`src/rtl/dictionary_stream_loader.sv`:
```
// dictionary_stream_loader
// Streams a column-major dictionary RAM into the phi array of the dictionary
// processor. Each beat carries LANES words. A credit-limited read pipeline
// keeps the output buffer from overflowing when the consumer stalls.
//
// Ports
//   clock, reset          single rising-edge clock, synchronous active-high reset
//   start, abort          one-cycle request (sampled in IDLE) / cancel in any state
//   col_first, col_count  column sub-range to load
//   busy, done, error     status: not idle / completion pulse / range error flag
//   ram_read_en/addr/data beat-wide RAM read port (data RAM_LATENCY cycles later)
//   out_valid/ready       valid/ready handshake toward the processor
//   out_data/row/col/last beat payload, its phi coordinates and end-of-transfer tag
module dictionary_stream_loader #(
  parameter int DATA_WIDTH      = 32,
  parameter int ROWS            = 64,
  parameter int COLS            = 256,
  parameter int LANES           = 1,
  parameter int RAM_LATENCY     = 1,
  parameter int FIFO_DEPTH      = RAM_LATENCY + 2,
  parameter int BEAT_ADDR_WIDTH = $clog2(ROWS * COLS / LANES)
) (
  input  logic                          clock,
  input  logic                          reset,
  input  logic                          start,
  input  logic                          abort,
  input  logic [$clog2(COLS)-1:0]       col_first,
  input  logic [$clog2(COLS):0]         col_count,
  output logic                          busy,
  output logic                          done,
  output logic                          error,
  output logic                          ram_read_en,
  output logic [BEAT_ADDR_WIDTH-1:0]    ram_read_addr,
  input  logic [LANES*DATA_WIDTH-1:0]   ram_read_data,
  output logic                          out_valid,
  input  logic                          out_ready,
  output logic [LANES*DATA_WIDTH-1:0]   out_data,
  output logic [$clog2(ROWS)-1:0]       out_row,
  output logic [$clog2(COLS)-1:0]       out_col,
  output logic                          out_last
);

  localparam int CW      = $clog2(COLS);
  localparam int RW      = $clog2(ROWS);
  localparam int LW      = LANES * DATA_WIDTH;
  localparam int BPC     = ROWS / LANES;
  localparam int RANGE_W = CW + 2;
  localparam int PW      = (FIFO_DEPTH > 1) ? $clog2(FIFO_DEPTH) : 1;
  localparam int NW      = $clog2(FIFO_DEPTH + RAM_LATENCY + 1);

  typedef enum logic [1:0] {IDLE, RUN, DRAIN, FINISH} state_t;

  state_t               state;
  logic [RW-1:0]        row_q;
  logic [CW-1:0]        col_q;
  logic [CW-1:0]        last_col;
  logic [BEAT_ADDR_WIDTH-1:0] addr_q;

  logic [RAM_LATENCY-1:0] tag_vld_p;
  logic [RW-1:0]          tag_row_p  [RAM_LATENCY];
  logic [CW-1:0]          tag_col_p  [RAM_LATENCY];
  logic                   tag_last_p [RAM_LATENCY];

  logic [LW-1:0]        fifo_data [FIFO_DEPTH];
  logic [RW-1:0]        fifo_row  [FIFO_DEPTH];
  logic [CW-1:0]        fifo_col  [FIFO_DEPTH];
  logic                 fifo_last [FIFO_DEPTH];
  logic [PW-1:0]        wr_ptr, rd_ptr;
  logic [NW-1:0]        count;

  logic [NW-1:0]        inflight, count_next, inflight_next;
  logic [RANGE_W-1:0]   range_end;
  logic                 range_bad, beat_last, issue, push, pop;

  function automatic logic [PW-1:0] ptr_inc(input logic [PW-1:0] p);
    return (p == PW'(FIFO_DEPTH - 1)) ? '0 : p + PW'(1);
  endfunction

  // Range check is done one bit wider than col_first+col_count so it cannot wrap.
  assign range_end = {2'b00, col_first} + {1'b0, col_count};
  assign range_bad = (col_count == '0) || (range_end > RANGE_W'(COLS));

  assign beat_last = (row_q == RW'(ROWS - LANES)) && (col_q == last_col);
  assign inflight  = NW'($countones(tag_vld_p));
  // Reads are only issued while buffered plus in-flight beats leave a free slot,
  // so every returning beat is guaranteed space in the buffer.
  assign issue     = (state == RUN) && !abort && ((count + inflight) < NW'(FIFO_DEPTH));
  assign push      = tag_vld_p[RAM_LATENCY-1];
  assign pop       = out_valid && out_ready;

  assign count_next    = count + NW'(push) - NW'(pop);
  assign inflight_next = inflight - NW'(push) + NW'(issue);

  assign ram_read_en   = issue;
  assign ram_read_addr = addr_q;

  always_ff @(posedge clock) begin
    if (reset) begin
      state    <= IDLE;
      busy     <= 1'b0;
      done     <= 1'b0;
      error    <= 1'b0;
      row_q    <= '0;
      col_q    <= '0;
      last_col <= '0;
      addr_q   <= '0;
    end else if (abort) begin
      state <= IDLE;
      busy  <= 1'b0;
      done  <= 1'b0;
    end else begin
      case (state)
        IDLE: begin
          done <= 1'b0;
          if (start) begin
            busy <= 1'b1;
            if (range_bad) begin
              error <= 1'b1;
              done  <= 1'b1;
              state <= FINISH;
            end else begin
              error    <= 1'b0;
              row_q    <= '0;
              col_q    <= col_first;
              last_col <= CW'({1'b0, col_first} + col_count - (CW + 1)'(1));
              addr_q   <= BEAT_ADDR_WIDTH'(col_first) * BEAT_ADDR_WIDTH'(BPC);
              state    <= RUN;
            end
          end
        end
        RUN: begin
          if (issue) begin
            addr_q <= addr_q + BEAT_ADDR_WIDTH'(1);
            if (row_q == RW'(ROWS - LANES)) begin
              row_q <= '0;
              col_q <= col_q + CW'(1);
            end else begin
              row_q <= row_q + RW'(LANES);
            end
            if (beat_last) state <= DRAIN;
          end
        end
        DRAIN: begin
          // Look one cycle ahead so done lands right after the final pop.
          if ((count_next == '0) && (inflight_next == '0)) begin
            state <= FINISH;
            done  <= 1'b1;
          end
        end
        FINISH: begin
          done  <= 1'b0;
          busy  <= 1'b0;
          state <= IDLE;
        end
        default: state <= IDLE;
      endcase
    end
  end

  // Stage p0..p(RAM_LATENCY-1): beat tags ride alongside the RAM read latency.
  always_ff @(posedge clock) begin
    if (reset || abort) begin
      tag_vld_p <= '0;
    end else begin
      tag_vld_p[0] <= issue;
      for (int k = 1; k < RAM_LATENCY; k++) tag_vld_p[k] <= tag_vld_p[k-1];
    end
  end

  always_ff @(posedge clock) begin
    tag_row_p[0]  <= row_q;
    tag_col_p[0]  <= col_q;
    tag_last_p[0] <= beat_last;
    for (int k = 1; k < RAM_LATENCY; k++) begin
      tag_row_p[k]  <= tag_row_p[k-1];
      tag_col_p[k]  <= tag_col_p[k-1];
      tag_last_p[k] <= tag_last_p[k-1];
    end
  end

  // Output buffer stage: returning RAM data joins its tag here.
  always_ff @(posedge clock) begin
    if (reset || abort) begin
      wr_ptr <= '0;
      rd_ptr <= '0;
      count  <= '0;
    end else begin
      if (push) wr_ptr <= ptr_inc(wr_ptr);
      if (pop)  rd_ptr <= ptr_inc(rd_ptr);
      count <= count_next;
    end
  end

  always_ff @(posedge clock) begin
    if (push) begin
      fifo_data[wr_ptr] <= ram_read_data;
      fifo_row[wr_ptr]  <= tag_row_p[RAM_LATENCY-1];
      fifo_col[wr_ptr]  <= tag_col_p[RAM_LATENCY-1];
      fifo_last[wr_ptr] <= tag_last_p[RAM_LATENCY-1];
    end
  end

  // Payload is forced to zero when nothing is buffered, which also gives the
  // reset values without resetting the storage.
  assign out_valid = (count != '0);
  assign out_data  = out_valid ? fifo_data[rd_ptr] : '0;
  assign out_row   = out_valid ? fifo_row[rd_ptr]  : '0;
  assign out_col   = out_valid ? fifo_col[rd_ptr]  : '0;
  assign out_last  = out_valid ? fifo_last[rd_ptr] : 1'b0;

endmodule

```
`config.mk`:
```
export PLATFORM = sky130hd
export DESIGN_NAME = dictionary_stream_loader
export DESIGN_NICKNAME = d
export VERILOG_FILES = /design/src/rtl/dictionary_stream_loader.sv
export SDC_FILE = /design/constraint.sdc
export NUM_CORES = 1
export LEC_CHECK = 0
export ABC_CLOCK_PERIOD_IN_PS = 9200
export CAP_MARGIN = 0
export CELL_PAD_IN_SITES_DETAIL_PLACEMENT = 0
export CELL_PAD_IN_SITES_GLOBAL_PLACEMENT = 1
export CORE_MARGIN = 2
export CORE_UTILIZATION = 45
export CTS_CLUSTER_SIZE = 12
export DETAILED_ROUTE_END_ITERATION = 16
export PLACE_DENSITY_LB_ADDON = 0.1
export SETUP_SLACK_MARGIN = 0.2
export SLEW_MARGIN = 20
export SYNTH_ARGS = -nofsm -noshare
export SYNTH_HDL_FRONTEND = slang
export SYNTH_SLANG_ARGS = --single-unit
export TNS_END_PERCENT = 50
```
`constraint.sdc`:
```
create_clock -name clock -period 9.2 [get_ports clock]
set_input_delay 1.84 -clock clock [delete_from_list [all_inputs] [get_ports clock]]
set_output_delay 1.84 -clock clock [all_outputs]
set_load 0.005 [all_outputs]
```
After elaboration in Yosys (flattened, before gate mapping)
Memory sizes are Yosys's and may differ from the RTL's. A register that Yosys moved wholly into a read port is not among the register bits.
Index checks and enable logic that the tools add are counted.
Storage, ports and cells
  register bits: 49
  memory bits (writable): 156
  bits of input ports: 54
  output and inout bits: 66
  word-level logic and storage cells: 114
  memories kept: 7
Memory list
  fifo_data: words 3, bits a word 32, rd ports 1, clocked after Yosys merged registers in 1, wr ports 1, line 64  | logic [LW-1:0] fifo_data [FIFO_DEPTH];
  fifo_col: words 3, bits a word 8, rd ports 1, clocked after Yosys merged registers in 1, wr ports 1, line 66  | logic [CW-1:0] fifo_col [FIFO_DEPTH];
  fifo_row: words 3, bits a word 6, rd ports 1, clocked after Yosys merged registers in 1, wr ports 1, line 65  | logic [RW-1:0] fifo_row [FIFO_DEPTH];
  tag_col_p: words 1, bits a word 8, rd ports 1, clocked after Yosys merged registers in 0, wr ports 1, line 61  | logic [CW-1:0] tag_col_p [RAM_LATENCY];
  tag_row_p: words 1, bits a word 6, rd ports 1, clocked after Yosys merged registers in 0, wr ports 1, line 60  | logic [RW-1:0] tag_row_p [RAM_LATENCY];
  fifo_last: words 3, bits a word 1, rd ports 1, clocked after Yosys merged registers in 1, wr ports 1, line 67  | logic fifo_last [FIFO_DEPTH];
  1 more memories
Cells by class
  add/sub/neg operators: 12
  $lt $le $gt $ge: 2
  equality and inequality tests: 13
  muxes and demuxes: 42
  bitwise operators: 2
  reduce and logical (&&, ||, !) cells: 24
Operators with widths (number)
  $mux W14: 3
  $mux W8: 5
  $mux W32: 1
  $mux W2: 15
  $mux W6: 5
  $pmux W14 S2: 1
  $pmux W8 S2: 1
  $add A14 B1 Y14 const B: 1
  $pmux W6 S2: 1
  $add A8 B9 Y10: 1
  $gt A10 B9 Y1 const B: 1
  $ne A2 B2 Y1 const B: 5
  $logic_not A9 Y1: 1
  $add A8 B1 Y8 const B: 1
  $add A8 B8 Y8: 1
  $eq A2 B2 Y1 const B: 4
  $eq A8 B8 Y1: 1
  $pmux W2 S4: 1
  $reduce_and A4 Y1: 2
  $sub A8 B1 Y8 const B: 1
  $mux W1: 7
  $add A6 B1 Y6 const B: 1
  $eq A6 B6 Y1 const B: 1
  $logic_not A3 Y1: 2
  22 further kinds: 32

Logic depth before layout (Yosys ltp)
Gate-level depths: netlist (run 1).
  depth in word-level cells: 8
  gate-level depth with buffers: 13
  mapped depth without buffers: 13

Worst setup path after synthesis (run 1)
No wires, ideal clock.
  path type: register -> register
  from: register tag_vld_p (netlist: push)
  to: memory fifo_col[1][0] in the netlist's numbering (enable)
  arrival: 3.902 ns
  slack: 4.777 ns
  cell stages (with the launch flop): 3
  buffers on the path: 0
  clock period less this slack: 4.423 ns
  path through: dfxtp_1 inv_1 nor3b_1
Between the ends
  cells in the longest elaborated chain, start to end: 2
Ends and longest elaborated chain
  from (decl): line 59  | logic [RAM_LATENCY-1:0] tag_vld_p;
  $mux W1: line 195  | if (push) begin
  $mux W1 (not written as such): line 198  | fifo_col[wr_ptr] <= tag_col_p[RAM_LATENCY-1];
  to (decl): line 66
Every way passes these cells.

Worst setup path in the final report (run 1)
  from: input port abort
  to: output port ram_read_en
Between the ends
  cells in the longest elaborated chain, start to end: 3
Ends and longest elaborated chain
  from (decl): line 26  | input logic abort,
  $logic_not A1 Y1: line 87  | assign issue = (state == RUN) && !abort && ((count + inflight) < NW'(FIFO_DEPTH));
  $logic_and A1 B1 Y1 (2 in a row): line 87
  to (decl): line 32  | output logic ram_read_en,
Every way passes these cells.

==> flow_metrics.py, run 1 <==
metrics = {
    "floorplanning": {
        "ios": 120,
        "rows": 52,
        "die-area_um2": 21710,
        "core_um2": 20170,
        "fp.dieW_um": 147.4,
        "initial_core_util_pct": 45.85,
        "die_h_um": 147.4,
    },
    "yosys": {
        "synthesis.nets": 917,
        "yosysWarnings": 0,
        "synth_cell_types": 56,
        "syn_avg_cell_area_um2": 11.17,
        "synth_edf_count": 141,
        "synth_fa_ha_area_share_pct": 4.898,
        "yosysTopAreaCell": "edfxtp_1",
        "synth_top_family_by_area": "simple AND/OR/NAND/NOR gates",
        "synth_cells": 828,
        "netlist_area_um2": 9248,
        "netlist.area_leader.share_pct": 45.79,
        "ys_seq_elements": 207,
        "async_reset_ff_share_pct": 0,
        "synthFlopType": "edfxtp_1",
        "synthMuxAreaShare_pct": 5.953,
        "synth_xor_area_share_pct": 1.799,
        "synth.most_common_cell": "edfxtp_1",
        "synth_compound_area_share_pct": 11.38,
        "synth_sequential_area_ratio_pct": 60.07,
        "netlist_top_cells_area": "edfxtp_1, dfxtp_1, mux2i_1",
        "yosys-top-cells-count": "edfxtp_1, nor2_1, a21oi_1, dfxtp_1, mux2i_1",
        "yosys.area_share.simple_pct": 12.33,
    },
    "clocking": {
        "cts_resized": 0,
        "tritoncts": "yes",
        "numCtsBuffers": 22,
        "cts.sinks": 207,
        "hold_buffers": 0,
        "clkLatencyLatePin_ns": 0.49,
        "postCtsSetupRepairBufs": 0,
        "clock_path_buffers": 3,
        "root_buffer": "clkbuf_16",
        "htree_num_levels": 1,
        "clk_pin_slew_ns": 0.06,
    },
    "routing": {
        "ant_nets": 0,
        "drc_errors": 0,
        "routed_wl_um": 21220,
        "num_vias": 6616,
        "dr.pass1.iters": 6,
        "avgViaCountPerCell": 5.396,
        "drtIter0Drc": 385,
        "wl_per_cell_um": 17.30,
    },
    "placed_design": {
        "dp_hpwl_um": 13580,
        "place.gp.congestion": 0.8706,
        "port_buffers": 119,
    },
    "critical_path": {
        "worst-r2r-setup-slack_ns": 5.79,
        "startpoint": "abort",
        "endpoint_kind": "output port",
        "crit_fanout": 5,
        "crit_required_ns": 7.36,
        "critical_path.endpoint": "ram_read_en",
        "r2r_end": "ram_read_addr[12]",
        "worstPathArrival_ns": 3.39,
        "path_class": "in -> out",
        "startpoint_type": "input port",
        "r2r_cells": 10,
        "reg2reg_from": "state[1]",
    },
    "sta": {
        "slew_violations": 0,
        "fmax_mhz": 191.3,
        "relSlewSlack_pct": 34.15,
        "skew_ns": 0.01499,
        "fin_tns_setup_ns": 0,
        "post-route-min-period_ns": 5.227,
        "setup_violations": 0,
        "tightest_slew_ns": 0.9877,
        "finalHoldViolCount": 0,
        "final.period_utilization_pct": 56.82,
        "grt_setup_unrepaired": "false",
    },
    "outcome": {
        "outcome": "finished, final reports clean",
    },
    "hold_path": {
        "hp-class": "reg -> reg",
    },
    "cells_and_area": {
        "diodes": 0,
        "fin_util_pct": 56.40,
        "fillCellCount": 1728,
        "nets": 1029,
        "layout-drive-gt1-share_pct": 5.649,
        "area_growth_pct": 23.00,
    },
    "global_routing": {
        "grt_overflow": 0,
        "grt_pass1_wl_um": 33490,
        "grt_pass1_vias": 6468,
        "grt_max_degree": 95,
        "antenna_found_initial": 0,
        "track_usage_pct": 19.14,
    },
    "power": {
        "power_uw": 2036,
        "powerDensity_nw_per_um2": 179.0,
        "swShare_pct": 22.82,
        "p_sw_uw": 464.5,
        "ir_drop_mv": 0.09356,
        "combPwrFrac_pct": 10.4,
        "p_int_uw": 1571,
        "power_frac_seq_pct": 50.3,
        "pwr-share-clk_pct": 39.3,
        "power_leakage_uw": 0.003949,
    },
    "job": {
        "maxCapViolCount": 0,
    },
}
-- area by class of cell --
cell class | count | area (um^2) | share of cell area, %
timing repair buffer | 129 | 1266 | 11.13
inverter | 46 | 172.7 | 1.518
multi-input combinational | 534 | 3382 | 29.73
clock buffer | 36 | 635.6 | 5.588
sequential | 207 | 5558 | 48.86
tap | 270 | 337.8 | 2.970
clock inverter | 4 | 22.52 | 0.1980
-- routing by layer --
metal  share of wire (%)  global-route usage, %  vias to the layer above  wire length (um)
met1                  44                  24.80                     3172              9314
li1                    -                      -                     3219                 -
met4                 2.2                  5.721                        0               471
met5                   0                      0                        -                 0
met3                 4.7                  2.484                       31               995
met2                  49                  33.69                      194             10430
-- worst max-delay path: stages --
cell and delay, ns:
clkdlybuf4s50_1 0.51, nand4b_1 0.36, inv_1 0.16, clkdlybuf4s50_1 0.51
-- power by group through the flow --
stage          sequential, uW  clock (uW)  combinational (uW)
2_1_floorplan            1040           0                 126
3_3_place_gp             1040           0                 205
3_5_place_dp             1040           0                 210
4_1_cts                  1020         820                 211
5_1_grt                  1030         860                 232
6_report                 1020         800                 211
-- metrics by stage --
stage / setup WS [ns] / hold WS, ns / area, um^2 / std cells
final: 3.973 / 0.3821 / 11370 / 1226
after global routing: 3.885 / 0.3959 / 11370 / 1226
after CTS: 3.948 / 0.3804 / 11370 / 1226
after detailed placement: 3.638 / 0.3723 / 10720 / 1186
after global placement: 3.803 / 0.3715 / 10720 / 1186
after floorplan: 4.777 / 0.3598 / 9248 / 828
-- how the worst min path moves through the flow --
| stage | cells past startpoint | from | endpoint |
|---|---|---|---|
| finish | 0 | row_q[1] | tag_row_p[0][1] |
| global route | 0 | row_q[1] | tag_row_p[0][1] |
| CTS | 0 | row_q[1] | tag_row_p[0][1] |
| detailed placement | 0 | row_q[1] | tag_row_p[0][1] |
| global placement | 0 | row_q[1] | tag_row_p[0][1] |
| floorplan | 0 | row_q[1] | tag_row_p[0][1] |
-- cells in the final DEF, fill, tap and decap left out, drive strengths merged, types with 5 or more instances in the layout --
cell type,count
a21o,6
clkbuf,36
ha,33
nand4,13
o31ai,5
a31oi,13
mux2i,55
o21ai,30
edfxtp,141
and3,7
a21oi,79
xnor2,17
nand2,33
nor2,138
or2,5
nor2b,9
nand3,11
nor3,12
nor4,5
buf,10
nor3b,5
dfxtp,66
a211oi,10
inv,47
clkdlybuf4s50,119
-- logic make-up (layout without fill, tap and decap cells) --
family	count (synthesis)	count (layout)
xor gates and xnor gates	19	19
adders and majority gates	35	35
muxes	55	55
AOI/OAI and AO/OA	173	173
buffers and inverters	87	215
and+or+nand+nor	252	252
DFF	207	207
-- registers in the layout, indices dropped and copies added (netlist names), named ones only --
register,flops
error,1
busy,1
tag_last_p,1
wr_ptr,2
row_q,6
fifo_row,18
state,2
rd_ptr,2
done,1
fifo_data,96
tag_col_p,8
last_col,8
push,1
fifo_last,3
tag_row_p,6
count,3
ram_read_addr,14
fifo_col,24
col_q,8
No activity file was read; power rests on OpenSTA's default activity.
==> inputs of run 2 (changes only) <==
Settings changed: ABC_CLOCK_PERIOD_IN_PS 9200 to 4500, CORE_UTILIZATION 45 to 40.
Clock period 9.2 ns to 4.5 ns, I/O delays scaled along.
==> flow_metrics.py, run 2 (synthesis gave the netlist of run 1 again) <==
metrics = {
    "outcome": {
        "outcome": "finished, final reports clean",
    },
    "placed_design": {
        "post-place-cells": 1210,
        "dp_hpwl_um": 14520,
        "place_ws_ns": -0.1253,
        "place.gp.congestion": 0.8175,
        "port_buffers": 119,
    },
    "routing": {
        "drtIter0Drc": 358,
        "num_vias": 6707,
        "wl_per_cell_um": 17.38,
        "ant_nets": 0,
        "drc_errors": 0,
        "avgViaCountPerCell": 5.361,
        "dr.pass1.iters": 5,
        "routed_wl_um": 21750,
    },
    "cells_and_area": {
        "largest_reg_flops": 96,
        "layout-drive-gt1-share_pct": 6.729,
        "diodes": 0,
        "regArea_um2": 5558,
        "final_cells": 1251,
        "fillCellCount": 1995,
        "final_cell_mix": "edfxtp_1, nor2_1, clkdlybuf4s50_1",
        "top_register": "fifo_data",
        "multiInputGateArea_um2": 3388,
        "top_regs": "fifo_data (96), fifo_col (24), fifo_row (18)",
        "nets": 1039,
        "layout_commonest_cell": "edfxtp_1",
        "area_growth_pct": 24.69,
    },
    "critical_path": {
        "crit_required_ns": 4.84,
        "startpoint_type": "input port",
        "worstPathArrival_ns": 4.53,
        "endpoint_kind": "flop",
        "crit_fanout": 13,
        "path_class": "in -> reg",
    },
    "sta": {
        "slew_violations": 0,
        "tightest_slew_ns": 0.9981,
        "final.period_utilization_pct": 93.08,
        "grt_setup_unrepaired": "false",
        "finalHoldViolCount": 0,
        "setup_violations": 0,
        "skew_ns": 0.01266,
        "worst_slack_ns": 0.3113,
        "fmax_mhz": 238.7,
        "post-route-min-period_ns": 4.189,
        "relSlewSlack_pct": 33.46,
    },
    "clocking": {
        "clock_path_buffers": 3,
        "cts.sinks": 207,
        "cts_resized": 0,
        "postCtsSetupRepairBufs": 0,
        "tritoncts": "yes",
        "numCtsBuffers": 23,
        "clk_pin_slew_ns": 0.06,
        "clkLatencyLatePin_ns": 0.49,
        "root_buffer": "clkbuf_16",
        "htree_num_levels": 1,
        "hold_buffers": 0,
    },
    "global_routing": {
        "grt_overflow": 0,
        "grt_pass1_vias": 6657,
        "grt_pass1_wl_um": 34520,
        "grt_max_degree": 49,
        "track_usage_pct": 17.69,
        "antenna_found_initial": 0,
    },
    "hold_path": {
        "hp-class": "reg -> reg",
    },
    "floorplanning": {
        "ios": 120,
        "fp.dieW_um": 156.1,
        "core_um2": 22640,
        "die-area_um2": 24350,
        "die_h_um": 156.1,
        "initial_core_util_pct": 40.85,
        "rows": 55,
    },
    "power": {
        "powerDensity_nw_per_um2": 369.6,
        "ir_drop_mv": 0.2669,
        "power_leakage_uw": 0.004017,
    },
    "job": {
        "maxCapViolCount": 0,
    },
}
## run 2: per-stage QoR
step / util [%] / instance area (um^2) / total power (uW) / hold WS, ns / TNS, ns
CTS: 50.93 / 11530 / 4301 / 0.3964 / 0
finish: 50.93 / 11530 / 4262 / 0.3947 / 0
floorplan: - / 9253 / 2382 / 0.3598 / 0
detailed placement: 47.85 / 10830 / 2579 / 0.3841 / -0.1253
global placement: 47.85 / 10830 / 2565 / 0.3781 / 0
global route: 50.93 / 11530 / 4436 / 0.4078 / 0
## run 2: worst paths after layout
path	startpoint	to	cells past startpoint	slack (ns)
setup / recovery	col_first[0]	col_q[6]	12	0.31
hold reg to reg	row_q[1]	tag_row_p[0][1]	0	0.39
setup reg to reg	state[1]	col_q[6]	7	1.43
hold / removal	row_q[1]	tag_row_p[0][1]	0	0.39
## run 2: layout make-up
class                           instances  share of cell area [%]
Clock buffer                           33                   5.490
Multi-Input combinational cell        534                   29.38
Inverter                               46                   1.497
Timing Repair Buffer                  138                   11.78
Sequential cell                       207                   48.20
Clock inverter                          8                  0.5534
Tap cell                              285                   3.092
## run 2: metal layers
layer	share of wire (%)	GRT usage, %	vias up
met5	0	0	-
met4	2.5	5.461	0
met3	5.2	2.556	39
met2	48	30.97	248
met1	44	22.73	3175
li1	-	-	3245
## run 2: report_power, final
part / internal (uW) / switching, uW / total, uW
Sequential: 2060 / 33.3 / 2090
Clock: 1030 / 687 / 1720
Combinational: 199 / 251 / 450
## run 2: critical path, cell delays in order
cell	delay, ns
clkdlybuf4s50_1	0.52
ha_1	0.19
inv_1	0.05
fa_1	0.39
nand2b_1	0.18
a221oi_1	0.38
o221ai_1	0.22
o41a_1	0.49
o31a_1	0.43
buf_4	0.24
nor4_1	0.37
o32ai_1	0.16
